**src/rtl/exc_ctrl_pkg.sv**
```systemverilog
// rtl/exc_ctrl_pkg.sv - shared exception codes, CP0 addresses, flag indices and priority select
package exc_ctrl_pkg;

  localparam int DATA_W     = 32;
  localparam int HARD_INT_W = 6;

  localparam logic [DATA_W-1:0] ZERO_WORD      = 32'h0000_0000;
  localparam logic [DATA_W-1:0] EXC_VECTOR_DEF = 32'hBFC0_0380;

  localparam logic [DATA_W-1:0] EXCT_INT  = 32'h0000_0001;
  localparam logic [DATA_W-1:0] EXCT_ADEL = 32'h0000_0004;
  localparam logic [DATA_W-1:0] EXCT_ADES = 32'h0000_0005;
  localparam logic [DATA_W-1:0] EXCT_SYS  = 32'h0000_0008;
  localparam logic [DATA_W-1:0] EXCT_BP   = 32'h0000_0009;
  localparam logic [DATA_W-1:0] EXCT_RI   = 32'h0000_000a;
  localparam logic [DATA_W-1:0] EXCT_OV   = 32'h0000_000c;
  localparam logic [DATA_W-1:0] EXCT_ERET = 32'h0000_000e;

  localparam logic [4:0] CP0_COUNT   = 5'd9;
  localparam logic [4:0] CP0_COMPARE = 5'd11;

  localparam int FLAG_ADEL_IF = 0;
  localparam int FLAG_RI      = 1;
  localparam int FLAG_OV      = 2;
  localparam int FLAG_SYS     = 3;
  localparam int FLAG_BP      = 4;
  localparam int FLAG_ADEL_D  = 5;
  localparam int FLAG_ADES    = 6;
  localparam int FLAG_ERET    = 7;

  typedef enum logic {
    ST_IDLE  = 1'b0,
    ST_FLUSH = 1'b1
  } state_e;

  // Fixed priority: a pending interrupt beats every synchronous exception.
  function automatic logic [DATA_W-1:0] sel_exc(input logic int_pend, input logic [7:0] f);
    logic [DATA_W-1:0] code;
    code = ZERO_WORD;
    if (int_pend)                code = EXCT_INT;
    else if (f[FLAG_ADEL_IF])    code = EXCT_ADEL;
    else if (f[FLAG_RI])         code = EXCT_RI;
    else if (f[FLAG_OV])         code = EXCT_OV;
    else if (f[FLAG_SYS])        code = EXCT_SYS;
    else if (f[FLAG_BP])         code = EXCT_BP;
    else if (f[FLAG_ADEL_D])     code = EXCT_ADEL;
    else if (f[FLAG_ADES])       code = EXCT_ADES;
    else if (f[FLAG_ERET])       code = EXCT_ERET;
    return code;
  endfunction

endpackage

```
**src/rtl/exc_timer.sv**
```systemverilog
// rtl/exc_timer.sv - CP0 count/compare timer, used only when EXC_CTRL_TIMER_EN is defined
module exc_timer
  import exc_ctrl_pkg::*;
(
  input  logic              clk,
  input  logic              rst,
  input  logic              cp0_we,
  input  logic [4:0]        cp0_waddr,
  input  logic [DATA_W-1:0] cp0_wdata,
  output logic              timer_int
);

  logic              half_q;
  logic [DATA_W-1:0] count_q;
  logic [DATA_W-1:0] compare_q;
  logic              int_q;

  always_ff @(posedge clk or negedge rst) begin
    if (!rst) begin
      half_q    <= 1'b0;
      count_q   <= ZERO_WORD;
      compare_q <= ZERO_WORD;
      int_q     <= 1'b0;
    end else begin
      half_q <= ~half_q;
      if (cp0_we && cp0_waddr == CP0_COUNT) begin
        count_q <= cp0_wdata;
      end else if (half_q) begin
        count_q <= count_q + 32'd1;
      end
      // A compare write both reloads the match value and acknowledges the interrupt.
      if (cp0_we && cp0_waddr == CP0_COMPARE) begin
        compare_q <= cp0_wdata;
        int_q     <= 1'b0;
      end else if (compare_q != ZERO_WORD && count_q == compare_q) begin
        int_q <= 1'b1;
      end
    end
  end

  assign timer_int = int_q;

endmodule

```
**src/rtl/exc_ctrl.sv**
```systemverilog
// rtl/exc_ctrl.sv - exception/interrupt select and flush/redirect sequencer; option EXC_CTRL_TIMER_EN adds count/compare
module exc_ctrl
  import exc_ctrl_pkg::*;
#(
  parameter logic [DATA_W-1:0] EXC_VECTOR   = EXC_VECTOR_DEF,
  parameter int unsigned       FLUSH_CYCLES = 2
) (
  input  logic                  clk,
  input  logic                  rst,
  input  logic                  mem_valid,
  input  logic [7:0]            mem_excflags,
  input  logic [DATA_W-1:0]     mem_badaddr,
  input  logic [HARD_INT_W-1:0] hw_intr,
  input  logic [DATA_W-1:0]     status,
  input  logic [DATA_W-1:0]     cause,
  input  logic [DATA_W-1:0]     epc,
`ifdef EXC_CTRL_TIMER_EN
  input  logic                  cp0_we,
  input  logic [4:0]            cp0_waddr,
  input  logic [DATA_W-1:0]     cp0_wdata,
`endif
  output logic [DATA_W-1:0]     exctype,
  output logic [HARD_INT_W-1:0] intr,
  output logic                  flush,
  output logic                  new_pc_valid,
  output logic [DATA_W-1:0]     new_pc,
  output logic                  busy
);

  localparam logic [2:0] CNT_INIT = 3'(FLUSH_CYCLES - 1);

  state_e                state_q, state_d;
  logic [2:0]            cnt_q, cnt_d;
  logic [DATA_W-1:0]     pc_q, pc_d;
  logic                  pcv_q, pcv_d;
  logic [HARD_INT_W-1:0] sync1_q, sync2_q;
  logic                  int_pend;
  logic                  accept;
  logic [DATA_W-1:0]     sel_code;
  logic                  unused_sig;

  always_ff @(posedge clk or negedge rst) begin
    if (!rst) begin
      sync1_q <= '0;
      sync2_q <= '0;
    end else begin
      sync1_q <= hw_intr;
      sync2_q <= sync1_q;
    end
  end

`ifdef EXC_CTRL_TIMER_EN
  logic timer_int;

  exc_timer u_timer (
    .clk       (clk),
    .rst       (rst),
    .cp0_we    (cp0_we),
    .cp0_waddr (cp0_waddr),
    .cp0_wdata (cp0_wdata),
    .timer_int (timer_int)
  );

  assign intr = {sync2_q[5] | timer_int, sync2_q[4:0]};
`else
  assign intr = sync2_q;
`endif

  assign int_pend = status[0] & ~status[1] & (|(cause[15:8] & status[15:8]));

  // Only an idle controller with a valid MEM instruction may raise a code; rst gates it so reset reads ZeroWord.
  always_comb begin
    sel_code = ZERO_WORD;
    if (rst && state_q == ST_IDLE && mem_valid) begin
      sel_code = sel_exc(int_pend, mem_excflags);
    end
  end

  assign exctype = sel_code;
  assign accept  = (sel_code != ZERO_WORD);

  always_comb begin
    state_d = state_q;
    cnt_d   = cnt_q;
    pc_d    = pc_q;
    pcv_d   = 1'b0;
    case (state_q)
      ST_IDLE: begin
        if (accept) begin
          state_d = ST_FLUSH;
          cnt_d   = CNT_INIT;
          pcv_d   = 1'b1;
          pc_d    = (sel_code == EXCT_ERET) ? epc : EXC_VECTOR;
        end
      end
      ST_FLUSH: begin
        if (cnt_q == 3'd0) begin
          state_d = ST_IDLE;
        end else begin
          cnt_d = cnt_q - 3'd1;
        end
      end
      default: state_d = ST_IDLE;
    endcase
  end

  always_ff @(posedge clk or negedge rst) begin
    if (!rst) begin
      state_q <= ST_IDLE;
      cnt_q   <= 3'd0;
      pc_q    <= ZERO_WORD;
      pcv_q   <= 1'b0;
    end else begin
      state_q <= state_d;
      cnt_q   <= cnt_d;
      pc_q    <= pc_d;
      pcv_q   <= pcv_d;
    end
  end

  assign flush        = (state_q == ST_FLUSH);
  assign busy         = (state_q != ST_IDLE);
  assign new_pc_valid = pcv_q;
  assign new_pc       = pc_q;

  // Bad address is routed to CP0 elsewhere; remaining Status/Cause bits are not needed here.
  assign unused_sig = ^{mem_badaddr, status[31:16], status[7:2], cause[31:16], cause[7:0]};

endmodule

```
**config.mk**
```make
export PLATFORM = sky130hd
export DESIGN_NAME = exc_ctrl
export DESIGN_NICKNAME = d
export VERILOG_FILES = /design/src/rtl/exc_ctrl_pkg.sv /design/src/rtl/exc_timer.sv /design/src/rtl/exc_ctrl.sv
export SDC_FILE = /design/constraint.sdc
export NUM_CORES = 1
export LEC_CHECK = 0
export CAP_MARGIN = 20
export CORE_MARGIN = 2
export CORE_UTILIZATION = 30
export CTS_BUF_LIST = sky130_fd_sc_hd__clkbuf_8
export DETAILED_ROUTE_END_ITERATION = 8
export PLACE_DENSITY_LB_ADDON = 0.05
export SLEW_MARGIN = 10
export SYNTH_ARGS = -nofsm -noshare
export SYNTH_HDL_FRONTEND = slang
export SYNTH_SLANG_ARGS = --single-unit
```
**constraint.sdc**
```tcl
create_clock -name clk -period 1.5 [get_ports clk]
set_input_delay 0.225 -clock clk [delete_from_list [all_inputs] [get_ports clk]]
set_output_delay 0.225 -clock clk [all_outputs]
set_load 0.005 [all_outputs]
```
-- After elaboration in Yosys (flattened, before gate mapping)
Index checks and enable logic that the tools add are counted.
- flip-flop bits (word level): 49
- input port bits: 145
- output and inout bits: 73
- logic and storage cells: 40
- add/sub/neg operators: 1
- equality and inequality tests: 3
- mux-type cells: 18
- bitwise logic cells: 5
- reductions and logical operators: 7
- operators with widths (kind ; number):
    4-bit 2-to-1 mux ; 10
    32-bit by 4-bit equality test with 1-bit output (second input constant) ; 1
    32-bit 2-to-1 mux ; 1
    32-bit nonzero test ; 1
    8-bit bitwise AND ; 1
    8-bit OR reduction ; 1
    3-bit 2-to-1 mux ; 2
    3-bit case mux with 2 select lines ; 1
    2-bit != test (second input constant) ; 2
    2-bit AND reduction ; 2
    3-bit zero test ; 1
    1-bit 2-to-1 mux ; 3
    3-bit by 1-bit subtractor with 3-bit output (second input constant) ; 1
    1-bit bitwise AND ; 2
    1-bit logical AND ; 2
    1-bit NOT ; 2
    1-bit case mux with 2 select lines ; 1

-- Logic depth before layout (Yosys ltp)
Gate-level depths: netlist (run 1).
- depth in word-level cells: 13
- depth in mapped cells: 6
- depth with buffers taken out: 6

-- Worst setup path after synthesis (run 1)
OpenSTA, ideal clock, no wires.
- kind: reg2reg
- from: reg state_q, in the netlist busy
- to: reg pc_q[0], in the netlist new_pc[0]
- library setup time: 121 ps
- data arrival time: 1229 ps
- slack: 150 ps
- stages on the path, launching flop included: 6
- buffers on the path: 1
- clock period less this slack: 1350 ps
- path through: dfrtp_1 and3b_1 and4_1 and2_2 buf_6 a22o_1
- longest elaborated chain between the ends: 6
- RTL lines (element ; line ; text):
    start: declaration ; exc_ctrl.sv:32 ; state_e state_q, state_d;
    start signal: assignment ; exc_ctrl.sv:114 ; state_q <= state_d;
    1-bit NOT * ; -- ;
    1-bit logical AND (2 in a row) ; exc_ctrl.sv:74 ; if (rst && state_q == ST_IDLE && mem_valid) begin
    4-bit 2-to-1 mux ; exc_ctrl.sv:74 ;
    32-bit by 4-bit equality test with 1-bit output or 32-bit nonzero test (tied branches) ; exc_ctrl.sv:93, exc_ctrl.sv:80 ;
    32-bit 2-to-1 mux or 2-bit AND reduction (tied branches) ; -- ;
    end signal: assignment ; exc_ctrl.sv:116 ; pc_q <= pc_d;
    end: declaration ; exc_ctrl.sv:34 ; logic [DATA_W-1:0] pc_q, pc_d;
Mark *: on every way between the ends. The rest lies on a longest branch, timed or not.
A chain may end at the register's enable or synchronous reset.

-- Worst setup path in the final report (run 1)
- from: reg state_q, in the netlist busy
- to: out exctype[3]
- longest elaborated chain between the ends: 4
- RTL lines (element ; line ; text):
    1-bit NOT ; -- ;
    1-bit logical AND (2 in a row) ; exc_ctrl.sv:74 ;
    4-bit 2-to-1 mux ; exc_ctrl.sv:74 ;
    end: declaration ; exc_ctrl.sv:22 ; output logic [DATA_W-1:0] exctype,
No other way between the ends.

==> qor.txt, run 1 <==
Non-Filler Instances: 395
Ys Warns: 0
DRT Pass-1 Iters: 4
Peak Freq: 0.6106 GHz
crit-path leading delay family: flip-flops
Synth Flop Type: dfrtp_1
Critical Path RT: 1.27 ns
# rows: 30
CTS Sinks: 49
failing checks: setup timing
DP Wirelength: 3.954 mm
die height: 87.91 microns
outcome: finished with violations
CP startpoint kind: flop
vias in the first global route: 1698
total number of vias: 1702
top routing layer used: met4
Gate Count Post-Synth: 163
Mean Syn Cell Area: 12.96 sq um
Met1 Wirelength: 2.381 mm
CTS Root Cell: clkbuf_8
Initial Utilization: 31.09%
Crit. End Element: output pin
Post-synth EDFFs: 0
wire length on met2: 2.741 mm
FFs w/ async S/R, synth: 100.0%
detailed-route wire length per cell: 14.38 microns
Final WS setup: -0.1378 ns
number of distinct library cells after synthesis: 31
post-layout util: 53.55%
Worst IR Drop VDD: 471.3 uV
CTS buffer count: 5
die area: 0.007727 sq mm
DP Worst Slack: -0.7333 ns
period utilization: 109.2%
maximum number of pins on one net before global-route repair: 50
DIE WIDTH: 87.91 microns
Layout area overhead: 72.27%
Clock Tree Buf Depth: 2
first-pass GRT wire length: 8.383 mm
Pleak: 1.627 nW
CP arrival: 1.41 ns
CTS tree: done
Critical-path top delay cell: dfrtp_1
Slew Limit Fails: 0
Crit Path Category: flop to output pin
post-layout minimum cycle time: 1.638 ns
Setup Skew: 0.005884 ns
WP buf/inv: 1
Hold WC Path Type: primary input to async pin
routed wire length: 5.679 mm
Max-cap violations: 0
top-level port count: 218
CTS clk-pin slew, worst paths: 0.09 ns
core area: 0.006794 sq mm
Hold Slack: 0.1591 ns
Final Hold Vio Count: 0
reg-to-reg slack, setup: -0.02 ns
Max stage delay on crit path: 0.38 ns
htree depth: 2
initial DRC count: 44
Final #Nets: 445
WL met3: 472 microns
share of layout cells above drive strength 1: 22.41%
remaining antenna violation count: 0
clk_lat worst skew: 0.29 ns
measured slew at the worst slew-check pin: 0.6178 ns
Pwr Density: 878.9 mW/mm^2
final setup vio count: 26
hold_buf cts: 0
mapped cell area: 0.002112 sq mm
Vias/cell: 4.309
crit-path cells: and3b_2 -> nand2_4 -> a311oi_2 -> buf_2
Diodes inserted: 0
# DRC: 0
critical path fanouts, max: 3
global-route total usage across every layer: 14.17%
synthesized flop and latch total: 49
Filler cells: 610
placed insts: 382
relative slew slack: 58.82%
gp weighted congestion: 0.7440
port buffer count: 111
total grt overflow: 0
initial antenna violation count: 0
post-synthesis sequential area ratio: 58.06%
RSZ-0062 raised after global routing: true
-- sequential cells by signal (all words and copies together) (netlist names) --
register and count:
new_pc 32, intr 6, sync1_q 6, cnt_q 3, busy 1, new_pc_valid 1
-- cell usage after synthesis (2+ instances only) --
master,number,area [sq um]
ha_1,2,25.02
nand2b_1,2,12.51
o22ai_1,2,12.51
dfrtp_1,49,1226
o22a_1,10,87.58
o22a_2,2,20.02
inv_1,5,18.77
buf_4,29,217.7
a21oi_1,3,15.01
nor3_1,2,10.01
a22oi_1,4,30.03
nand2_1,7,26.28
a22o_1,20,175.2
buf_6,6,67.56
nor2_1,4,15.01
-- where the power goes --
part / internal, mW / switching [mW] / leakage [nW]
combinational: 0.463 / 0.341 / 0.983
clock: 0.542 / 0.429 / 0.0574
sequential: 1.40 / 0.0254 / 0.586
total: 2.40 / 0.795 / 1.63
-- final cells by class --
| type | count | area [sq um] | share of cell area [%] |
|---|---|---|---|
| sequential | 49 | 1226 | 33.70 |
| clock inverter | 2 | 37.54 | 1.032 |
| multi-input combinational | 100 | 775.7 | 21.32 |
| clock buffer | 6 | 82.58 | 2.270 |
| inverter | 6 | 25.02 | 0.6878 |
| tap | 96 | 120.1 | 3.301 |
| timing repair buffer | 136 | 1371 | 37.69 |
-- logic make-up (layout without fill, tap and decap cells) --
family,Yosys count,after routing,synth area share (%)
buffers and inverters,41,150,14.57
AO/OA/AOI/OAI,46,46,18.66
other,1,28,0.1776
AND/OR/NAND/NOR,23,23,6.932
flip-flops,49,49,58.06
adder cells (fa/ha/maj),2,2,1.185
XOR/XNOR,1,1,0.4148
-- per-stage QoR --
step,total power [mW],TNS (ns),cell area [sq um]
final,3.198,-0.7332,3638
after global routing,3.393,-3.162,3638
after CTS,3.199,-0.1830,3563
after detailed placement,2.202,-21.15,3354
after global placement,2.191,-20.81,3354
after floorplan,1.814,0,2213
-- cells in the final DEF, fill, tap and decap left out, types with 4 or more instances in the layout --
cell and instances:
a22o_1 20, a22oi_2 4, buf_12 4, buf_2 5, buf_4 14, buf_6 5, clkbuf_8 6, clkdlybuf4s50_1 78
conb_1 28, dfrtp_1 49, dlygate4sd2_1 20, inv_1 5, nand2_1 5, o22a_1 10
-- routing by layer --
metal  global-route usage, %  vias up
met5                       0        -
met4                   4.336        0
met3                   4.336        9
met2                   22.66       92
met1                   18.55      805
li1                        -      796
-- tightest hold or removal path, stage by stage --
cell and delay (ns):
buf_2 0.11, buf_4 0.11, buf_4 0.49
-- final timing paths --
path                                  from  depth (start not counted)    endpoint
worst min-delay path                   rst                          3  new_pc[11]
worst max register to register        busy                          5  new_pc[30]
min in group clk                sync1_q[4]                          0     intr[4]
max in group asynchronous              rst                          3  new_pc[14]
worst max-delay path                  busy                          4  exctype[3]
worst min register to register  sync1_q[4]                          0     intr[4]
-- timing repair --
item | CTS | global route
setup endpoints to repair | 38 | 38
gates cloned | 1 | 3
setup buffers | 1 | 1
hold endpoints to repair | 0 | 0
resized for setup | 72 | 11
pin swaps | 18 | 4
Power figures use the tool's default switching activity.
==> run 2: changes to the inputs <==
--- a/config.mk
+++ b/config.mk
@@ -6,7 +6,7 @@
 export NUM_CORES = 1
 export LEC_CHECK = 0
 export CAP_MARGIN = 20
-export CORE_MARGIN = 2
+export CORE_MARGIN = 10
 export CORE_UTILIZATION = 30
 export CTS_BUF_LIST = sky130_fd_sc_hd__clkbuf_8
 export DETAILED_ROUTE_END_ITERATION = 8
==> qor.txt, run 2 (synthesis gave the netlist of run 1 again) <==
routed wire length: 6.271 mm (was 5.679 mm)
Peak Freq: 0.6446 GHz (was 0.6106 GHz)
period utilization: 103.4% (was 109.2%)
CP arrival: 1.33 ns (was 1.41 ns)
Setup Skew: 0.01353 ns (was 0.005884 ns)
RSZ-0062 raised after global routing: true (unchanged)
gp weighted congestion: 0.8275 (was 0.7440)
DIE WIDTH: 103.9 microns (was 87.91 microns)
initial antenna violation count: 0 (unchanged)
DRT Pass-1 Iters: 4 (unchanged)
Clock Tree Buf Depth: 2 (unchanged)
port buffer count: 111 (unchanged)
DP Wirelength: 5.019 mm (was 3.954 mm)
Initial Utilization: 30.92% (was 31.09%)
die height: 103.9 microns (was 87.91 microns)
Crit Path Category: flop to output pin (unchanged)
sw frac: 26.58% (was 24.85%)
clk_lat worst skew: 0.30 ns (was 0.29 ns)
placed insts: 381 (was 382)
total number of vias: 1665 (was 1702)
Slew Limit Fails: 0 (unchanged)
CTS clk-pin slew, worst paths: 0.10 ns (was 0.09 ns)
Clock power frac: 27.9% (was 30.4%)
Hold WC Path Type: primary input to async pin (unchanged)
CTS Root Cell: clkbuf_8 (unchanged)
Final WS setup: -0.05136 ns (was -0.1378 ns)
core area: 0.006832 sq mm (was 0.006794 sq mm)
CTS Sinks: 49 (unchanged)
die area: 0.01080 sq mm (was 0.007727 sq mm)
Hold Slack: 0.06365 ns (was 0.1591 ns)
global-route total usage across every layer: 11.21% (was 14.17%)
final setup vio count: 4 (was 26)
most frequent cells in the layout: clkdlybuf4s50_1, dfrtp_1, conb_1, dlygate4sd2_1, a22o_1 (was clkdlybuf4s50_1, dfrtp_1, conb_1, a22o_1, dlygate4sd2_1)
share of layout cells above drive strength 1: 17.63% (was 22.41%)
Diodes inserted: 0 (unchanged)
CP startpoint kind: flop (unchanged)
failing checks: setup timing (unchanged)
CTS tree: done (unchanged)
top-level port count: 218 (unchanged)
# DRC: 0 (unchanged)
CTS buffer count: 5 (unchanged)
Crit. End Element: output pin (unchanged)
htree depth: 2 (unchanged)
commonest non-fill, non-tap cell in the layout: clkdlybuf4s50_1 (unchanged)
Layout area overhead: 62.09% (was 72.27%)
post-layout util: 50.11% (was 53.55%)
total grt overflow: 0 (unchanged)
Power Internal: 2.155 mW (was 2.403 mW)
DP Worst Slack: -0.7291 ns (was -0.7333 ns)
Filler cells: 658 (was 610)
Critical Path RT: 1.27 ns (about the same)
Pwr Density: 857.5 mW/mm^2 (was 878.9 mW/mm^2)
outcome: finished with violations (unchanged)
Psw: 0.7804 mW (was 0.7947 mW)
Largest register FFs: 32 (unchanged)
Worst IR Drop VDD: 795.0 uV (was 471.3 uV)
remaining antenna violation count: 0 (unchanged)
critical path fanouts, max: 3 (unchanged)
Non-Filler Instances: 391 (was 395)
# rows: 30 (unchanged)
vias in the first global route: 1794 (was 1698)
Pleak: 1.534 nW (was 1.627 nW)
post-layout minimum cycle time: 1.551 ns (was 1.638 ns)
Final #Nets: 441 (was 445)
initial DRC count: 39 (was 44)
combinational power share: 23.5% (was 25.1%)
Max-cap violations: 0 (unchanged)
Final Hold Vio Count: 0 (unchanged)
detailed-route wire length per cell: 16.04 microns (was 14.38 microns)
Flop pwr share: 48.6% (was 44.5%)
maximum number of pins on one net before global-route repair: 33 (was 50)
first-pass GRT wire length: 9.984 mm (was 8.383 mm)
Vias/cell: 4.258 (was 4.309)
-- run 2: final cells by class --
type	instances	area (sq um)	share of cell area, %
inverters	6	25.02	0.7310
well taps	96	120.1	3.509
repair buffers	132	1249	36.48
clock buffers	6	82.58	2.412
multi-input cells	100	704.4	20.58
clock inverters	2	16.27	0.4751
flip-flops and latches	49	1226	35.82
-- run 2: what timing repair did --
item	in CTS	in global routing
hold buffers	1	0
resized for setup	55	4
endpoints found under the hold margin	17	0
setup buffers	1	0
pin swaps	17	5
setup endpoints to repair	42	36
-- run 2: worst max-delay path: stages (launching register included) --
cell,delay [ns]
dfrtp_1,0.38
and3b_2,0.25
nand2_2,0.07
a311oi_1,0.19
buf_2,0.16
-- run 2: metrics by stage --
stage | instance area [sq um] | setup TNS (ns) | total power [mW]
after CTS | 3431 | -0.4241 | 3.000
after detailed placement | 3334 | -21.96 | 2.189
final | 3423 | -0.1092 | 2.936
after global placement | 3334 | -22.07 | 2.179
after floorplan | 2213 | 0 | 1.814
after global routing | 3423 | -1.371 | 3.146
-- run 2: path summary, 6_finish.rpt --
path	from	depth (start not counted)	slack, ns	endpoint
setup / recovery	busy	4	-0.05	exctype[3]
hold / removal	rst	3	0.06	new_pc[7]
hold reg to reg	sync1_q[2]	0	0.36	intr[2]
setup reg to reg	busy	5	0.01	new_pc[12]
min in group clk	sync1_q[2]	0	0.36	intr[2]
max in group asynchronous	rst	3	0.85	new_pc[17]
-- run 2: per-layer routing --
metal / share of wire, % / global-route usage [%]
met3: 9.6 / 5.081
met2: 48 / 17.70
met1: 42 / 13.74
met5: 0 / 0
met4: 0.85 / 2.286
-- run 2: power by group through the flow --
| stage | combinational, mW | clock, mW | sequential (mW) |
|---|---|---|---|
| detailed placement | 0.736 | 0 | 1.45 |
| floorplan | 0.355 | 0 | 1.46 |
| CTS | 0.705 | 0.868 | 1.43 |
| global placement | 0.729 | 0 | 1.45 |
| global route | 0.786 | 0.926 | 1.43 |
| finish | 0.691 | 0.819 | 1.43 |
==> run 3: changes to the inputs <==
--- a/config.mk
+++ b/config.mk
@@ -5,11 +5,12 @@
 export SDC_FILE = /design/constraint.sdc
 export NUM_CORES = 1
 export LEC_CHECK = 0
-export CAP_MARGIN = 20
+export CAP_MARGIN = 5
 export CORE_MARGIN = 10
 export CORE_UTILIZATION = 30
 export CTS_BUF_LIST = sky130_fd_sc_hd__clkbuf_8
 export DETAILED_ROUTE_END_ITERATION = 8
+export GPL_ROUTABILITY_DRIVEN = 0
 export PLACE_DENSITY_LB_ADDON = 0.05
 export SLEW_MARGIN = 10
 export SYNTH_ARGS = -nofsm -noshare
==> results of run 3 <==
Final layout, timing and power as in run 2 (identical DEF).
==> patch 1: new RTL, config.mk and constraints of run 3 <==
Change the package constant `HARD_INT_W` from 6 to 12.
--- a/src/rtl/exc_ctrl_pkg.sv
+++ b/src/rtl/exc_ctrl_pkg.sv
@@ -2,7 +2,7 @@
 package exc_ctrl_pkg;
 
   localparam int DATA_W     = 32;
-  localparam int HARD_INT_W = 6;
+  localparam int HARD_INT_W = 12;
 
   localparam logic [DATA_W-1:0] ZERO_WORD      = 32'h0000_0000;
   localparam logic [DATA_W-1:0] EXC_VECTOR_DEF = 32'hBFC0_0380;
Ports: changed (resized hw_intr and intr); port bits go from 218 to 230. No check against the original RTL was run, so the function may have changed too.
==> patch 1 against run 3 <==
The run still ends with negative setup slack left. Area after synthesis up 14%. Power up 40%. Via count up 12%. Die area up 11%. Sequential cell count up 12. Final cell count up 11%. Setup slack worse by 0.036 ns. Wire length up 20%. Critical path depth up 2. Final area up 21%. Combinational power up 16%. Critical path type is now in -> out. Largest power group unchanged.
==> patch 1: results (changes against run 3) <==
| Metric | Value |
|---|---|
| Status | complete, but fails checks |
| Violated checks | negative setup slack |
| First-pass GRT wire length | 10800 µm (+8.6%) |
| Dpl cell area | 3720 µm² (+12%) |
| Final nets | 480 (+8.8%) |
| Worst min path class | in -> async |
| Fin worst setup slack | -0.0876 ns (-0.0362 ns) |
| Post-Syn Area per Cell | 13.8 µm² (+6.4%) |
| Final Max Slew Viols | 0 (unchanged) |
| Layout Cells excl Fill | 434 (+11%) |
| # H-tree levels | 3 (+1) |
| # resized after CTS | 69 (+25%) |
| Unique masters post-synth | 31 (unchanged) |
| Post-CTS setup buffers | 7 (+6) |
| Post-synth top flop | dfrtp_1 |
| DP HPWL | 5460 µm (+8.8%) |
| Max VDD drop | 0.603 mV (-24%) |
| Pin count of the biggest net entering global routing | 62 (+88%) |
| Initial DRT Pass Iterations | 4 (unchanged) |
| Max Clock Skew | 0.00457 ns (-0.00896 ns) |
| Rel. slew slack | 49.3% |
| Arrival time worst endpoint | 1.36 ns (+0.03 ns) |
| Initial antenna violation count | 0 (unchanged) |
| Placed Instances | 407 (+6.8%) |
| Post-route setup TNS | -0.997 ns (-0.888 ns) |
| IO Port Bufs | 123 (+11%) |
| Clk buf depth | 2 (unchanged) |
| Max reg flops | 32 (unchanged) |
| Layout cells sized above 1 | 19.9% (+2.3 points) |
| Clk_lat worst skew | 0.32 ns (+0.02 ns) |
| Critical Path Fanout Max | 5 (+2) |
| DR vias | 1857 (+12%) |
| Pleak | 0.00188 µW (+23%) |
| Final WL | 7550 µm (+20%) |
| Num CTS Buffers | 9 (+4) |
| CTS Root Cell | clkbuf_8 |
| P_int | 3110 µW (+44%) |
| Post-synth top cells | dfrtp_1, buf_4, a22o_1 |
| Area contributors post-synth | dfrtp_1, buf_4, a22o_1, o22a_1, buf_6 |
| Starting DRC count in detailed routing | 47 (+21%) |
| Final setup vio count | 24 (+20) |
| Clock-pin slew on the worst setup and hold paths | 0.07 ns (-0.03 ns) |
| Seq/Total Area, Yosys | 63.3% (+5.2 points) |
| GRT Total Usage | 11.9% (+0.74 points) |
| # diodes | 0 (unchanged) |
| Worst slack, placed | -0.759 ns (-0.0297 ns) |
## patch 1: cell count changes after synthesis
cell     change
dfrtp_1     +12
## patch 1: worst max-delay path, cell delays in order
cell,delay [ns]
dlygate4sd2_1,0.30
or3_4,0.35
a21oi_2,0.13
nor2_1,0.05
o21ba_2,0.20
buf_6,0.11
## patch 1: path summary, 6_finish.rpt
check / endpoint / cells after the start / from / slack, ns
max: exctype[2] / 6 / mem_excflags[7] / -0.09
min: cnt_q[0] / 3 / rst / 0.18
max reg2reg: new_pc[18] / 5 / busy / -0.06
min reg2reg: intr[10] / 0 / sync1_q[10] / 0.35
max in group asynchronous: intr[0] / 3 / rst / 0.83
min in group clk: sync1_q[7] / 1 / hw_intr[7] / 0.33
## patch 1: metal layers
| metal | part of all wire, % | wire [µm] | GRT usage [%] |
|---|---|---|---|
| met5 | 0 | 0 | 0 |
| met4 | 1.1 | 82 | 4.74 |
| met3 | 13 | 970 | 5.73 |
| met2 | 44 | 3330 | 17.8 |
| met1 | 42 | 3160 | 14.6 |
## patch 1: power by group through the flow
stage,logic [µW],clock network [µW],registers (µW)
global route,904,1660,1780
finish,805,1520,1770
detailed placement,753,0,1800
global placement,753,0,1800
floorplan,355,0,1810
CTS,768,1580,1770
## patch 1: logic make-up after synthesis
group / share of synthesized area [%]
simple gates: 6.07
fa+ha+maj: 1.04
compound gates: 16.3
buf+inv: 12.8
flops: 63.3
xor+xnor: 0.363
other cells: 0.155
## patch 1: layout make-up
cell class | count | area (µm²)
clock inverters | 7 | 82.6
multi-input cells | 100 | 719
flip-flops and latches | 61 | 1530
fillers | 712 | 3630
inverters | 6 | 27.5
well taps | 102 | 128
repair buffers | 149 | 1530
clock buffers | 9 | 124
==> patch 2: new RTL, settings of run 3 <==
Without the edit above. Register the input `epc` before use, without a reset. The logic sees it one clock later. The other inputs are not delayed to match.
--- a/src/rtl/exc_ctrl.sv
+++ b/src/rtl/exc_ctrl.sv
@@ -28,6 +28,12 @@
 );
 
   localparam logic [2:0] CNT_INIT = 3'(FLUSH_CYCLES - 1);
+
+  logic [DATA_W-1:0] epc_q;
+
+  always_ff @(posedge clk) begin
+    epc_q <= epc;
+  end
 
   state_e                state_q, state_d;
   logic [2:0]            cnt_q, cnt_d;
@@ -90,7 +96,7 @@
           state_d = ST_FLUSH;
           cnt_d   = CNT_INIT;
           pcv_d   = 1'b1;
-          pc_d    = (sel_code == EXCT_ERET) ? epc : EXC_VECTOR;
+          pc_d    = (sel_code == EXCT_ERET) ? epc_q : EXC_VECTOR;
         end
       end
       ST_FLUSH: begin
Behaviour: not the same (Yosys sat finds a counterexample within 4 cycles, from zero or initial values and one cycle with rst low).
==> patch 2 against run 3 <==
The flow still finishes with violations (negative setup slack). Combinational power up 34%. Setup slack worse by 0.20 ns. Power up 65%. Critical endpoint is now new_pc[18]. Register-to-register slack worse by 0.26 ns. Largest power group unchanged. Hold slack worse by 0.029 ns. Wire length up 20%. Final area up 30%. Maximum frequency down 11%. Clock power up 93%. Area after synthesis up 28%. Sequential cell count up 32.
==> patch 2: results (changes against run 3) <==
| Metric | Value |
|---|---|
| # resized after CTS | 124 (+130%) |
| GRT Total Usage | 10.9% (-0.34 points) |
| Placed Instances | 422 (+11%) |
| Fin worst setup slack | -0.251 ns (-0.200 ns) |
| Violated checks | negative setup slack |
| # H-tree levels | 3 (+1) |
| Clock-pin slew on the worst setup and hold paths | 0.08 ns (-0.02 ns) |
| Final setup vio count | 38 (+34) |
| Final core utilization | 51.0% (+0.85 points) |
| DR vias | 1963 (+18%) |
| Power per cell area | 1080 nW/µm² (+27%) |
| Adder-Cell Fraction of Synth Area | 0.925% (-0.26 points) |
| CP peak stage delay | 0.41 ns (+0.03 ns) |
| Status | complete, but fails checks |
| Final WL | 7500 µm (+20%) |
| Layout cells sized above 1 | 27.7% (+10 points) |
| Fill cell count | 803 (+22%) |
| Pleak | 0.00210 µW (+37%) |
| Seq/Total Area, Yosys | 69.0% (+11 points) |
| Max Clock Skew | 0.00488 ns (-0.00865 ns) |
| Clk cell area share | 4.48% (+1.6 points) |
| Arrival time worst endpoint | 2.03 ns (+0.70 ns) |
| Area of the multi-input gates | 768 µm² (+9.1%) |
| Worst slack, placed | -0.916 ns (-0.187 ns) |
| Post-synth top cells | dfrtp_1, dfxtp_1, buf_4 |
| FFs & Latches | 81 (+65%) |
| Dpl cell area | 3950 µm² (+18%) |
| First-pass GRT wire length | 11200 µm (+13%) |
| Met2 usage | 16.4% (-1.3 points) |
| Layout Cells excl Fill | 458 (+17%) |
| Unique masters post-synth | 32 (+3.2%) |
| Fraction of area in multi-input gates | 17.2% (-3.4 points) |
| Pin count of the biggest net entering global routing | 49 (+48%) |
| P_int | 3620 µW (+68%) |
| Worst R2R Path Depth | 7 (+2) |
| NonClk Buf Share | 32.6% (-3.8 points) |
| Fin Hold WS | 0.0347 ns (-0.0290 ns) |
| Seq area share | 41.8% (+6.0 points) |
| Gate Count Post-Synth | 194 (+19%) |
| Area contributors post-synth | dfrtp_1, dfxtp_1, buf_4, a22o_1, o22a_1 |
==> patch 2: cell types whose count changed in the layout (fill, tap and decap cells not counted), moves of 3 or more <==
cell and delta:
a22oi_1 -4, buf_16 +3, dlygate4sd2_1 -24, buf_6 +13
buf_2 +10, a22o_1 +3, clkdlybuf4s50_1 -7, dfxtp_1 +32
buf_4 +5, clkbuf_8 +3, clkdlybuf4s15_1 +3, dlymetal6s2s_1 +9
==> patch 2: per-layer routing <==
| metal | part of all wire [%] | up-vias |
|---|---|---|
| met4 | 1.1 | 0 |
| met5 | 0 | - |
| met3 | 14 | 9 |
| li1 | - | 928 |
| met1 | 41 | 932 |
| met2 | 44 | 94 |
==> patch 2: cells by family (layout without fill, tap and decap cells) <==
group,Yosys count,after routing
AOI/OAI and AO/OA,46,46
xor gates and xnor gates,1,1
other,1,28
buffers and inverters,40,169
and+or+nand+nor,23,23
adders and majority gates,2,2
DFF,81,81
